## src/rtl/instruction_fetch_pkg.sv

```systemverilog
// Shared fetch-stage constants and the PC alignment helper.
package instruction_fetch_pkg;

  localparam logic [31:0] RESET_PC_DEFAULT = 32'h0000_0000;
  localparam int          ADDR_W_DEFAULT   = 16;
  localparam int          DATA_W_DEFAULT   = 32;
  localparam logic [31:0] INSTR_NOP        = 32'h0000_0000;

  typedef logic [31:0] pc_t;

  function automatic pc_t align_pc(input pc_t pc);
    return {pc[31:2], 2'b00};
  endfunction

endpackage

```

## src/rtl/fetch_skid_fifo.sv

```systemverilog
// 2-entry {pc,instr} skid buffer between the imem response and decode.
// Latency: push visible at head next cycle; pop/flush take effect next cycle.
// Backpressure: none internal -- the caller's issue rule keeps occ+inflight <= 2.
module fetch_skid_fifo
  import instruction_fetch_pkg::*;
#(
  parameter int DATA_W = DATA_W_DEFAULT
) (
  input  logic                 clk,
  input  logic                 rst_n,
  input  logic                 push,
  input  logic [31+DATA_W:0]   push_data,
  input  logic                 pop,
  input  logic                 flush,
  output logic                 head_valid,
  output logic [31+DATA_W:0]   head_data,
  output logic [1:0]           occ
);

  localparam logic [31+DATA_W:0] RST_ENTRY = {32'h0, DATA_W'(INSTR_NOP)};

  logic [31+DATA_W:0] slot0;
  logic [31+DATA_W:0] slot1;
  logic [1:0]         occ_q;
  logic               pop_ok;

  assign pop_ok     = pop && (occ_q != 2'd0);
  assign head_valid = (occ_q != 2'd0);
  assign head_data  = slot0;
  assign occ        = occ_q;

  // slot0 is always the head; a pop shifts slot1 forward.
  always_ff @(posedge clk) begin
    if (!rst_n) begin
      occ_q <= 2'd0;
      slot0 <= RST_ENTRY;
      slot1 <= RST_ENTRY;
    end else if (flush) begin
      occ_q <= 2'd0;
    end else begin
      case ({push, pop_ok})
        2'b10: begin
          if (occ_q == 2'd0) slot0 <= push_data;
          else               slot1 <= push_data;
          occ_q <= occ_q + 2'd1;
        end
        2'b01: begin
          slot0 <= slot1;
          occ_q <= occ_q - 2'd1;
        end
        2'b11: begin
          if (occ_q == 2'd1) begin
            slot0 <= push_data;
          end else begin
            slot0 <= slot1;
            slot1 <= push_data;
          end
        end
        default: ;
      endcase
    end
  end

endmodule

```

## src/rtl/instruction_fetch.sv

```systemverilog
// Fetch stage: PC register, one outstanding imem read, skid FIFO to decode.
// Latency: redirect/reset to first if_valid is 3 cycles; 1 instr/cycle steady state.
// Backpressure: id_ready low fills the FIFO to 2, then issue stops and pc_q freezes.
module instruction_fetch
  import instruction_fetch_pkg::*;
#(
  parameter logic [31:0] RESET_PC = RESET_PC_DEFAULT,
  parameter int          ADDR_W   = ADDR_W_DEFAULT,
  parameter int          DATA_W   = DATA_W_DEFAULT
) (
  input  logic              clk,
  input  logic              rst_n,
  input  logic              redirect_valid,
  input  logic [31:0]       redirect_pc,
  output logic [ADDR_W-1:0] imem_addr,
  input  logic [DATA_W-1:0] imem_rd,
  output logic              if_valid,
  output logic [DATA_W-1:0] if_instr,
  output logic [31:0]       if_pc,
  input  logic              id_ready
);

  pc_t                pc_q;
  pc_t                inflight_pc;
  logic               inflight;
  logic [1:0]         occ;
  logic               deq;
  logic               issue;
  logic               push;
  logic [31+DATA_W:0] head_data;

  assign deq       = if_valid && id_ready;
  // A dequeue frees a slot this cycle, so issue may refill it without overflow.
  assign issue     = !redirect_valid && ((({1'b0, occ} + {2'b00, inflight}) < 3'd2) || deq);
  assign push      = inflight && !redirect_valid;
  assign imem_addr = pc_q[ADDR_W+1:2];
  assign if_pc     = head_data[31+DATA_W:DATA_W];
  assign if_instr  = head_data[DATA_W-1:0];

  always_ff @(posedge clk) begin
    if (!rst_n) begin
      pc_q        <= RESET_PC;
      inflight    <= 1'b0;
      inflight_pc <= 32'h0;
    end else if (redirect_valid) begin
      pc_q     <= align_pc(redirect_pc);
      inflight <= 1'b0;
    end else begin
      inflight <= issue;
      if (issue) begin
        inflight_pc <= pc_q;
        pc_q        <= pc_q + 32'd4;
      end
    end
  end

  fetch_skid_fifo #(.DATA_W(DATA_W)) u_fifo (
    .clk        (clk),
    .rst_n      (rst_n),
    .push       (push),
    .push_data  ({inflight_pc, imem_rd}),
    .pop        (deq),
    .flush      (redirect_valid),
    .head_valid (if_valid),
    .head_data  (head_data),
    .occ        (occ)
  );

endmodule

```

## config.mk

```make
export PLATFORM = sky130hd
export DESIGN_NAME = instruction_fetch
export DESIGN_NICKNAME = d
export VERILOG_FILES = /design/src/rtl/instruction_fetch_pkg.sv /design/src/rtl/fetch_skid_fifo.sv /design/src/rtl/instruction_fetch.sv
export SDC_FILE = /design/constraint.sdc
export NUM_CORES = 1
export LEC_CHECK = 0
export ABC_CLOCK_PERIOD_IN_PS = 3900
export CAP_MARGIN = 0
export CELL_PAD_IN_SITES_DETAIL_PLACEMENT = 1
export CELL_PAD_IN_SITES_GLOBAL_PLACEMENT = 1
export CORE_UTILIZATION = 43
export CTS_BUF_LIST = sky130_fd_sc_hd__clkbuf_4
export CTS_CLUSTER_SIZE = 25
export DETAILED_ROUTE_END_ITERATION = 12
export PLACE_DENSITY = 0.88
export REMOVE_ABC_BUFFERS = 1
export SYNTH_ARGS = -nofsm -noshare
export SYNTH_HDL_FRONTEND = slang
export SYNTH_HIERARCHICAL = 1
export SYNTH_SLANG_ARGS = --single-unit
```

## constraint.sdc

```tcl
create_clock -name clk -period 3.9 [get_ports clk]
set_input_delay 0.585 -clock clk [delete_from_list [all_inputs] [get_ports clk]]
set_output_delay 0.585 -clock clk [all_outputs]
set_load 0.005 [all_outputs]
```

==> summary.txt, run 1 <==
Worst setup path
  • Worst-path maximum fanout: 17
  • Critical Path Most Common Cell: inv_1
  • Crit path buf inv count: 3
  • Largest stage delay, worst path: 0.61 ns
  • CP top delay family: simple AND/OR/NAND/NOR gates
  • Crit path cell chain: inv_1 > ha_1 > inv_1 > nand2_1 > inv_2 > o2111ai_4 > or4_1 > o2111a_1
  • Slowest stage cell on the critical path: or4_1
  • Setup slack, reg-to-reg: 1.17 ns
  • CP required: between 4 and 5 ns
  • Crit end category: flop
  • Worst Path Class, Setup: flop to flop
  • Crit path DAT: ~3.2 ns
  • Crit start category: flop

Synth
  • Area fraction in compound gates after synthesis: around 25%
  • Netlist cell types: 52
  • Post-Synth Simple-Gate Area: between 20% and 30%
  • Seq/Total Area, Yosys: 45.1%
  • Post-synthesis adder-cell area fraction: 0.590%
  • EDFF count, synth: 0
  • Fraction of registers with async set or reset after synthesis: 0%
  • Syn Area/Cell: approximately 8.1 um2
  • Post-synth top flop: dfxtp_1
  • Yosys warns: 6
  • XOR/XNOR Fraction of Synth Area: less than 1%
  • Cell area after synthesis: ~8500 um2
  • Post-synthesis cell count: about 1000
  • Synth Register Bits: 191
  • Mux contribution to synthesized area: 0%
  • Largest family of logic cells by synthesized area: compound AO/OA/AOI/OAI gates

Finish
  • Fillers: around 2400
  • Layout cells sized above 1: 5.66%
  • Layout area overhead: 20.2%
  • Final #Nets: about 1200
  • Finished Cell Area: 10200 um2
  • Commonest cells after routing, fill and taps aside: nand2_1 (340), dfxtp_1 (191), clkdlybuf4s50_1 (145)
  • Finished Layout Cells: roughly 1400
  • Commonest non-fill, non-tap cell in the layout: nand2_1

Clocking
  • Clock buffers created by TritonCTS: 17
  • CTS tree: yes
  • Post_cts resized: 0
  • Clock Latency Late Sink: around 0.58 ns
  • H-tree levels: 4
  • Clk slew on worst S/H paths: roughly 0.16 ns
  • Post-CTS Setup Repair Bufs: 0
  • Clk buf depth: 2
  • Clock sinks: 191
  • CTS Root Cell: clkbuf_4
  • Hold Buf Count CTS: 0

Min path
  • Tightest Hold Check Type: flop to flop

Floorplan
  • Die X: approximately 140 um
  • Ports: between 100 and 150
  • Core Rows: about 50
  • Die area: 20300 um2
  • Core ar.: between 15000 and 20000 um2
  • Starting Density: between 40% and 50%
  • Die extent in y: between 100 and 150 um

Route
  • DRT iter0 DRCs: 349
  • TritonRoute pass-1 iters: 4
  • Total routed wirelength: between 20 and 25 mm
  • DR vias/cell: approximately 5.4
  • DRC errors left: 0
  • Routed len/inst: approximately 17 um
  • Overall via count from detail_route: 7681
  • Antenna-violating nets left: 0

Power and ir drop
  • Switch Pwr: roughly 0.90 mW
  • PD cells: around 340 nW/um2
  • Clk pwr share: between 30 and 40%
  • Gate power share: 10.6%
  • Max IR drop VDD: approximately 0.00016 V
  • Leakage power: between 3 and 4 nW
  • Switch share: around a quarter
  • Seq pwr share: between 50% and 60%
  • Int Power: roughly 2.6 mW

Global routing
  • Total GRT Usage: a little under a quarter
  • Pin count of the biggest net entering global routing: a little under 100
  • Gr ovfl total: 0
  • Initial antenna violation count: 1
  • First-pass GRT wire length: about 38 mm
  • Vias in the first global route: approximately 7500

STA
  • Min Tclk post-route: roughly 2.7 ns
  • Hold Worst Slack: around 0.47 ns
  • Clock skew: ~0.022 ns
  • Setup TNS: 0 ns
  • Final period util: between 70% and 80%
  • Final hold violations: 0
  • Worst rel slew slack: approximately 43%
  • RSZ-0062 raised after global routing: false
  • Peak Freq: approximately 370 MHz
  • Fin. max-slew vios: 0
  • Worst Tran Pin Value: roughly 0.86 ns
  • Number of setup violations in the final report: 0

Placed design
  • DP HPWL: approximately 15 mm
  • Inst Count DP: 1382
  • Placer congestion estimate: around 0.77
  • DP Area: roughly 10000 um2
  • IO Port Bufs: between 100 and 150

Status
  • Outcome: finished, final reports clean

Job
  • Total of max-cap violations: 0
==> power by group through the flow <==
| stage | Sequential, mW | Clock, mW | Combinational, mW |
|---|---|---|---|
| final | 2.08 | 1.06 | 0.370 |
| after global routing | 2.09 | 1.17 | 0.405 |
| after CTS | 2.08 | 1.09 | 0.374 |
| after detailed placement | 2.12 | 0 | 0.372 |
| after global placement | 2.12 | 0 | 0.361 |
| after floorplan | 2.11 | 0 | 0.143 |
==> synthesized netlist by cell type (9+ instances only) <==
library cell,count,area (um2)
nand2_1,340,1280
dfxtp_1,191,3820
a31oi_1,77,482
a21boi_0,61,458
o21ai_1,59,295
o21ai_0,40,200
clkbuf_1,39,146
a21boi_1,34,255
buf_2,22,110
buf_4,22,165
nand3_1,15,75.1
nor2_1,12,45.0
or4_1,12,90.1
buf_6,10,113
o31ai_1,9,67.6
==> worst min-delay path, cell delays in order (launching register included) <==
cell and delay, ns:
dfxtp_1 0.34, nand2_1 0.05, a21boi_1 0.05
==> registers in the layout, indices dropped and copies added, names as in the netlist <==
register and flops:
inflight 1, inflight_pc 30, pc_q 30, u_fifo/head_data 64, u_fifo/occ 2, u_fifo/slot1 64
==> metrics by stage <==
step                      util [%]  total power, mW  setup slack, ns
after floorplan                  -             2.25            0.486
after global placement        51.1             2.48             1.08
after detailed placement      51.1             2.49            0.986
after CTS                     52.5             3.54             1.15
after global routing          52.6             3.66            0.970
final                         52.6             3.51             1.17
==> kinds of logic after synthesis <==
| group | after synthesis |
|---|---|
| compound gates | 318 |
| fa+ha+maj | 4 |
| flops | 191 |
| simple gates | 422 |
| xor+xnor | 8 |
| other cells | 1 |
| buf+inv | 105 |
==> layer usage <==
layer / vias up / track usage (%) / wire length [um]
met5: - / 0 / 0
met4: 0 / 5.83 / 216
met3: 14 / 3.57 / 875
met2: 171 / 41.1 / 11600
met1: 3711 / 30.3 / 10900
li1: 3785 / - / -
==> final timing paths <==
path,startpoint,end,cells past startpoint
setup / recovery,u_fifo/occ[0]$_SDFFE_PP0P_,pc_q[29]$_SDFFE_PN0P_,8
hold / removal,u_fifo/slot1[46]$_SDFFE_PN0P_,u_fifo/slot1[46]$_SDFFE_PN0P_,2
hold reg to reg,u_fifo/slot1[46]$_SDFFE_PN0P_,u_fifo/slot1[46]$_SDFFE_PN0P_,2
setup reg to reg,u_fifo/occ[0]$_SDFFE_PP0P_,pc_q[29]$_SDFFE_PN0P_,8
==> cell type report <==
type                       instances  area, um2  area share [%]
clock buffer                      20        150            1.47
multi-input combinational        756       4100            40.2
tap                              265        332            3.25
sequential                       191       3820            37.5
antenna                            1       2.50          0.0245
inverter                           6       22.5           0.221
clock inverter                    12        120            1.18
timing repair buffer             164       1640            16.1
No activity file was read; power rests on OpenSTA's default activity.
==> inputs of run 2 (changes only) <==
--- a/config.mk
+++ b/config.mk
@@ -5,15 +5,15 @@
 export SDC_FILE = /design/constraint.sdc
 export NUM_CORES = 1
 export LEC_CHECK = 0
-export ABC_CLOCK_PERIOD_IN_PS = 3900
+export ABC_CLOCK_PERIOD_IN_PS = 2700
 export CAP_MARGIN = 0
 export CELL_PAD_IN_SITES_DETAIL_PLACEMENT = 1
 export CELL_PAD_IN_SITES_GLOBAL_PLACEMENT = 1
-export CORE_UTILIZATION = 43
+export CORE_UTILIZATION = 40
 export CTS_BUF_LIST = sky130_fd_sc_hd__clkbuf_4
 export CTS_CLUSTER_SIZE = 25
 export DETAILED_ROUTE_END_ITERATION = 12
-export PLACE_DENSITY = 0.88
+export PLACE_DENSITY = 0.83
 export REMOVE_ABC_BUFFERS = 1
 export SYNTH_ARGS = -nofsm -noshare
 export SYNTH_HDL_FRONTEND = slang
==> constraint.sdc (replaced) <==
create_clock -name clk -period 2.7 [get_ports clk]
set_input_delay 0.405 -clock clk [delete_from_list [all_inputs] [get_ports clk]]
set_output_delay 0.405 -clock clk [all_outputs]
set_load 0.005 [all_outputs]
==> summary.txt, run 2 (same netlist as run 1, synthesis figures left out) <==
Status
  • Outcome: finished, final reports clean

Clocking
  • CTS tree: yes
  • Clk buf depth: 2 (unchanged)
  • Clock buffers created by TritonCTS: 17 (unchanged)
  • Clk slew on worst S/H paths: 0.16 ns (about the same)
  • H-tree levels: 4 (unchanged)
  • Clock Latency Late Sink: 0.58 ns (about the same)
  • CTS Root Cell: clkbuf_4
  • Clock sinks: 191 (unchanged)

Placed design
  • Placer congestion estimate: 0.787 (+2.3%)
  • Worst slack, placed: 0.205 ns (-0.782 ns)
  • DP HPWL: 15.9 mm (+3.8%)
  • IO Port Bufs: 146 (unchanged)

Route
  • Total routed wirelength: 23.6 mm (+0.22%)
  • DRC errors left: 0 (unchanged)
  • TritonRoute pass-1 iters: 4 (unchanged)
  • Routed len/inst: 16.5 um (-0.55%)
  • DR vias/cell: 5.41 (-0.35%)
  • Antenna-violating nets left: 0 (unchanged)
  • Overall via count from detail_route: 7714 (+0.43%)
  • DRT iter0 DRCs: 383 (+9.7%)

Worst setup path
  • Crit path buf inv count: 4 (+1)
  • Largest stage delay, worst path: 0.55 ns (-0.06 ns)
  • CP required: 3.21 ns (-1.19 ns)
  • Slowest stage cell on the critical path: or4_1
  • Crit path cell chain: inv_1 > ha_1 > inv_1 > nand2_1 > inv_2 > buf_4 > o211ai_4 > or4_1 > a31oi_1
  • Worst reg2reg startpoint: u_fifo/occ[1]$_SDFFE_PP0P_
  • Crit path DAT: 2.94 ns (-0.29 ns)
  • Crit start category: flop
  • Worst-path maximum fanout: 9 (-8)
  • Critical Path Most Common Cell: inv_1
  • Crit. Startpoint: u_fifo/occ[1]$_SDFFE_PP0P_
  • CP top delay family: buffers and inverters
  • Crit end category: flop
  • Worst Path Class, Setup: flop to flop

Power and ir drop
  • PD cells: 499 nW/um2 (+45%)
  • Max IR drop VDD: 0.000307 V (+87%)
  • Post-route total power: 5.15 mW (+47%)
  • Leakage power: 3.46 nW (+2.0%)

STA
  • Hold Worst Slack: 0.308 ns (-0.159 ns)
  • Peak Freq: 410 MHz (+12%)
  • Worst Tran Pin Value: 0.574 ns (-0.284 ns)
  • Final hold violations: 0 (unchanged)
  • Min Tclk post-route: 2.44 ns (-0.293 ns)
  • Worst rel slew slack: 61.7% (+19 points)
  • Number of setup violations in the final report: 0 (unchanged)
  • Final worst slack: 0.263 ns (-0.907 ns)
  • Clock skew: 0.0210 ns (-0.00149 ns)
  • Fin. max-slew vios: 0 (unchanged)
  • RSZ-0062 raised after global routing: false
  • Final period util: 90.3% (+20 points)

Global routing
  • Vias in the first global route: 7835 (+4.8%)
  • First-pass GRT wire length: 39.3 mm (+4.0%)
  • Pin count of the biggest net entering global routing: 85 (-12%)
  • Gr ovfl total: 0 (unchanged)
  • Total GRT Usage: 22.4% (-1.1 points)
  • Initial antenna violation count: 1 (unchanged)

Finish
  • Final #Nets: 1216 (+0.66%)
  • Layout area overhead: 21.8%
  • Commonest cells after routing, fill and taps aside: nand2_1 (340), dfxtp_1 (190), clkdlybuf4s50_1 (145)
  • Commonest non-fill, non-tap cell in the layout: nand2_1
  • Layout cells sized above 1: 6.23% (+0.58 points)

Floorplan
  • Die area: 21800 um2 (+7.4%)
  • Starting Density: 41.4% (-2.3 points)
  • Core ar.: 20500 um2 (+5.7%)
  • Die extent in y: 148 um (+3.6%)
  • Core Rows: 52 (+2.0%)
  • Ports: 149 (unchanged)
  • Die X: 148 um (+3.6%)

Min path
  • Tightest Hold Check Type: input pin to flop
  • HP Start: rst_n

Job
  • Total of max-cap violations: 0 (unchanged)
[run 2: where the power goes]
part	switching [mW]	total [mW]	internal, mW	leakage [nW]
sequential	0.0949	3.00	2.91	1.55
combinational	0.248	0.541	0.292	1.76
clock	0.985	1.61	0.621	0.144
total	1.33	5.15	3.82	3.46
[run 2: worst register-to-register path, delay by kind of cell (launching register included)]
family | cells | cell delay, ns
AOI/OAI and AO/OA | 2 | 0.34
adders and majority gates | 1 | 0.27
buffers and inverters | 4 | 0.67
DFF | 1 | 0.42
and+or+nand+nor | 2 | 0.66
[run 2: worst paths after layout]
kind | to | slack (ns) | cells after the start
worst max-delay path | pc_q[24]$_SDFFE_PN0P_ | 0.26 | 9
worst min-delay path | u_fifo/head_data[13]$_SDFFE_PN0P_ | 0.31 | 3
worst max register to register | pc_q[24]$_SDFFE_PN0P_ | 0.26 | 9
worst min register to register | u_fifo/head_data[38]$_SDFFE_PN0P_ | 0.47 | 2
[run 2: final cells by class]
class                           instances  area (um2)
Clock inverter                         13         148
Antenna cell                            1        2.50
Tap cell                              270         338
Inverter                                6        22.5
Fill cell                            2463       10200
Timing Repair Buffer                  172        1770
Multi-Input combinational cell        756        4100
Sequential cell                       191        3820
Clock buffer                           17         128
[run 2: through the flow]
step | TNS, ns | utilization [%] | cells | instance area [um2]
finish | 0 | 50.4 | 1426 | 10300
floorplan | -37.33 | - | 953 | 7940
detailed placement | 0 | 49.0 | 1395 | 10100
global route | 0 | 50.4 | 1426 | 10300
CTS | 0 | 50.4 | 1425 | 10300
global placement | 0 | 49.0 | 1395 | 10100
[run 2: metal layers]
metal  GRT usage [%]  part of all wire, %  vias up
met5               0                    0        -
li1                -                    -     3791
met1            28.6                   46     3734
met2            38.9                   49      159
met4            6.91                  1.6        0
met3            3.33                  3.3       30
[run 2: repair_timing]
action,4_1_cts,5_1_grt
setup endpoints to repair,0,2
resized for setup,0,1
hold buffers,0,0
setup buffers,0,0
==> inputs of run 3 (changes only) <==
--- a/config.mk
+++ b/config.mk
@@ -9,11 +9,11 @@
 export CAP_MARGIN = 0
 export CELL_PAD_IN_SITES_DETAIL_PLACEMENT = 1
 export CELL_PAD_IN_SITES_GLOBAL_PLACEMENT = 1
-export CORE_UTILIZATION = 40
+export CORE_UTILIZATION = 35
 export CTS_BUF_LIST = sky130_fd_sc_hd__clkbuf_4
 export CTS_CLUSTER_SIZE = 25
 export DETAILED_ROUTE_END_ITERATION = 12
-export PLACE_DENSITY = 0.83
+export PLACE_DENSITY = 0.74
 export REMOVE_ABC_BUFFERS = 1
 export SYNTH_ARGS = -nofsm -noshare
 export SYNTH_HDL_FRONTEND = slang
==> summary.txt, run 3 (same netlist as run 1, synthesis figures left out) <==
STA
  • Min Tclk post-route: 2.50 ns (+0.0596 ns)
  • Peak Freq: 401 MHz (-2.4%)
  • Final period util: 92.5% (+2.2 points)
  • Clock skew: 0.0283 ns (+0.00733 ns)
  • Setup TNS: 0 ns (unchanged)
  • RSZ-0062 raised after global routing: false
  • Worst rel slew slack: 51.5% (-10 points)
  • Worst Tran Pin Value: 0.728 ns (+0.154 ns)
  • Number of setup violations in the final report: 0 (unchanged)
  • Hold Worst Slack: 0.371 ns (+0.0637 ns)
  • Fin. max-slew vios: 0 (unchanged)
  • Final hold violations: 0 (unchanged)

Clocking
  • Post-CTS Setup Repair Bufs: 0 (unchanged)
  • Post_cts resized: 0 (unchanged)
  • Clock buffers created by TritonCTS: 17 (unchanged)
  • CTS tree: yes
  • CTS Root Cell: clkbuf_4
  • Clk slew on worst S/H paths: 0.18 ns (+0.02 ns)
  • Clock Latency Late Sink: 0.59 ns (about the same)
  • Clock sinks: 191 (unchanged)
  • Clk buf depth: 2 (unchanged)
  • H-tree levels: 4 (unchanged)
  • Hold Buf Count CTS: 0 (unchanged)

Job
  • Total of max-cap violations: 0 (unchanged)

Global routing
  • First-pass GRT wire length: 39.2 mm (about the same)
  • Vias in the first global route: 7663 (-2.2%)
  • Gr ovfl total: 0 (unchanged)
  • Pin count of the biggest net entering global routing: 67 (-21%)
  • Total GRT Usage: 20.0% (-2.4 points)
  • Initial antenna violation count: 1 (unchanged)

Status
  • Outcome: finished, final reports clean

Route
  • Antenna-violating nets left: 0 (unchanged)
  • DRC errors left: 0 (unchanged)
  • TritonRoute pass-1 iters: 4 (unchanged)
  • DRT iter0 DRCs: 296 (-23%)
  • Routed len/inst: 16.2 um (-1.9%)
  • DR vias/cell: 5.13 (-5.2%)
  • Total routed wirelength: 24.1 mm (+2.3%)
  • Overall via count from detail_route: 7628 (-1.1%)

Power and ir drop
  • PD cells: 481 nW/um2 (-3.4%)
  • Leakage power: 3.49 nW (+0.96%)
  • Post-route total power: 5.03 mW (-2.4%)
  • Max IR drop VDD: 0.000226 V (-26%)

Finish
  • Finished Cell Area: 10400 um2 (+1.1%)
  • Layout cells sized above 1: 7.46% (+1.2 points)
  • Final #Nets: 1226 (+0.82%)
  • Commonest non-fill, non-tap cell in the layout: nand2_1
  • Commonest cells after routing, fill and taps aside: nand2_1 (340), dfxtp_1 (191), clkdlybuf4s50_1 (145)
  • Finished Layout Cells: 1487 (+4.3%)
  • Layout area overhead: 23.1%
  • Fillers: 2863 (+16%)

Worst setup path
  • Worst Setup EP: if_valid
  • Crit path DAT: 2.09 ns (-0.85 ns)
  • Crit. Startpoint: u_fifo/occ[0]$_SDFFE_PP0P_
  • CP required: 2.30 ns (-0.91 ns)
  • Reg-to-Reg End: pc_q[12]$_SDFFE_PN0P_
  • Worst-path maximum fanout: 6 (-3)
  • Setup slack, reg-to-reg: 0.23 ns (-0.03 ns)
  • Worst Reg-to-Reg Cells: 9 (unchanged)
  • Crit end category: output port
  • Worst reg2reg startpoint: u_fifo/occ[0]$_SDFFE_PP0P_
  • Worst Path Class, Setup: flop to output port
  • Crit start category: flop

Placed design
  • DP HPWL: 16.5 mm (+3.7%)
  • DP Area: 10200 um2 (+1.4%)
  • Placer congestion estimate: 0.789 (+0.25%)
  • IO Port Bufs: 146 (unchanged)
  • Inst Count DP: 1454 (+4.2%)

Floorplan
  • Die area: 24900 um2 (+14%)
  • Ports: 149 (unchanged)
  • Starting Density: 35.9% (-5.5 points)
  • Core ar.: 23600 um2 (+15%)
  • Die X: 158 um (+6.8%)
  • Core Rows: 56 (+7.7%)
  • Die extent in y: 158 um (+6.8%)

Min path
  • Tightest Hold Check Type: input pin to flop
==> run 3: cell types whose count changed in the layout (fill, tap and decap cells not counted), moves of 2 or more <==
cell	delta
clkinv_1	-4
inv_8	+2
inv_6	+5
buf_4	+10
clkinvlp_4	+3
bufinv_16	-3
==> run 3: power breakdown <==
group | total, mW | internal (mW) | switching (mW)
combinational | 0.554 | 0.301 | 0.253
sequential | 3.00 | 2.91 | 0.0915
clock | 1.47 | 0.390 | 1.08
total | 5.03 | 3.60 | 1.43
==> run 3: critical path: stages (launching register included) <==
cell and delay (ns):
dfxtp_1 0.53, inv_1 0.08, ha_1 0.28, inv_1 0.10, clkdlybuf4s50_1 0.54
==> run 3: worst min path at each step <==
stage,to,depth (start not counted),startpoint
after floorplan,u_fifo/slot1[46]$_SDFFE_PN0P_,2,u_fifo/slot1[46]$_SDFFE_PN0P_
after global placement,u_fifo/slot1[47]$_SDFFE_PN0P_,2,u_fifo/slot1[47]$_SDFFE_PN0P_
after detailed placement,u_fifo/slot1[35]$_SDFFE_PN0P_,2,u_fifo/slot1[35]$_SDFFE_PN0P_
after CTS,u_fifo/slot1[18]$_SDFFE_PN0P_,3,imem_rd[18]
after global routing,u_fifo/slot1[5]$_SDFFE_PN0P_,3,imem_rd[5]
final,u_fifo/head_data[30]$_SDFFE_PN0P_,3,rst_n
==> run 3: through the flow <==
step	utilization [%]	setup slack, ns
3_3_place_gp	43.1	0.286
4_1_cts	44.2	0.119
5_1_grt	44.2	0.0290
2_1_floorplan	-	-0.660
6_report	44.2	0.203
3_5_place_dp	43.1	0.224
==> run 3: routing by layer <==
layer	track usage [%]	part of all wire (%)
met2	35.1	49
met1	25.2	47
met3	3.42	3.4
met4	5.22	1.3
met5	0	0
==> run 3: area by class of cell <==
cell class                      count  area, um2  area share (%)
Antenna cell                        1       2.50          0.0240
Clock buffer                       17        128            1.22
Clock inverter                     15        123            1.17
Inverter                            6       22.5           0.216
Multi-Input combinational cell    756       4100            39.3
Sequential cell                   191       3820            36.6
Tap cell                          319        399            3.82
Timing Repair Buffer              182       1840            17.6
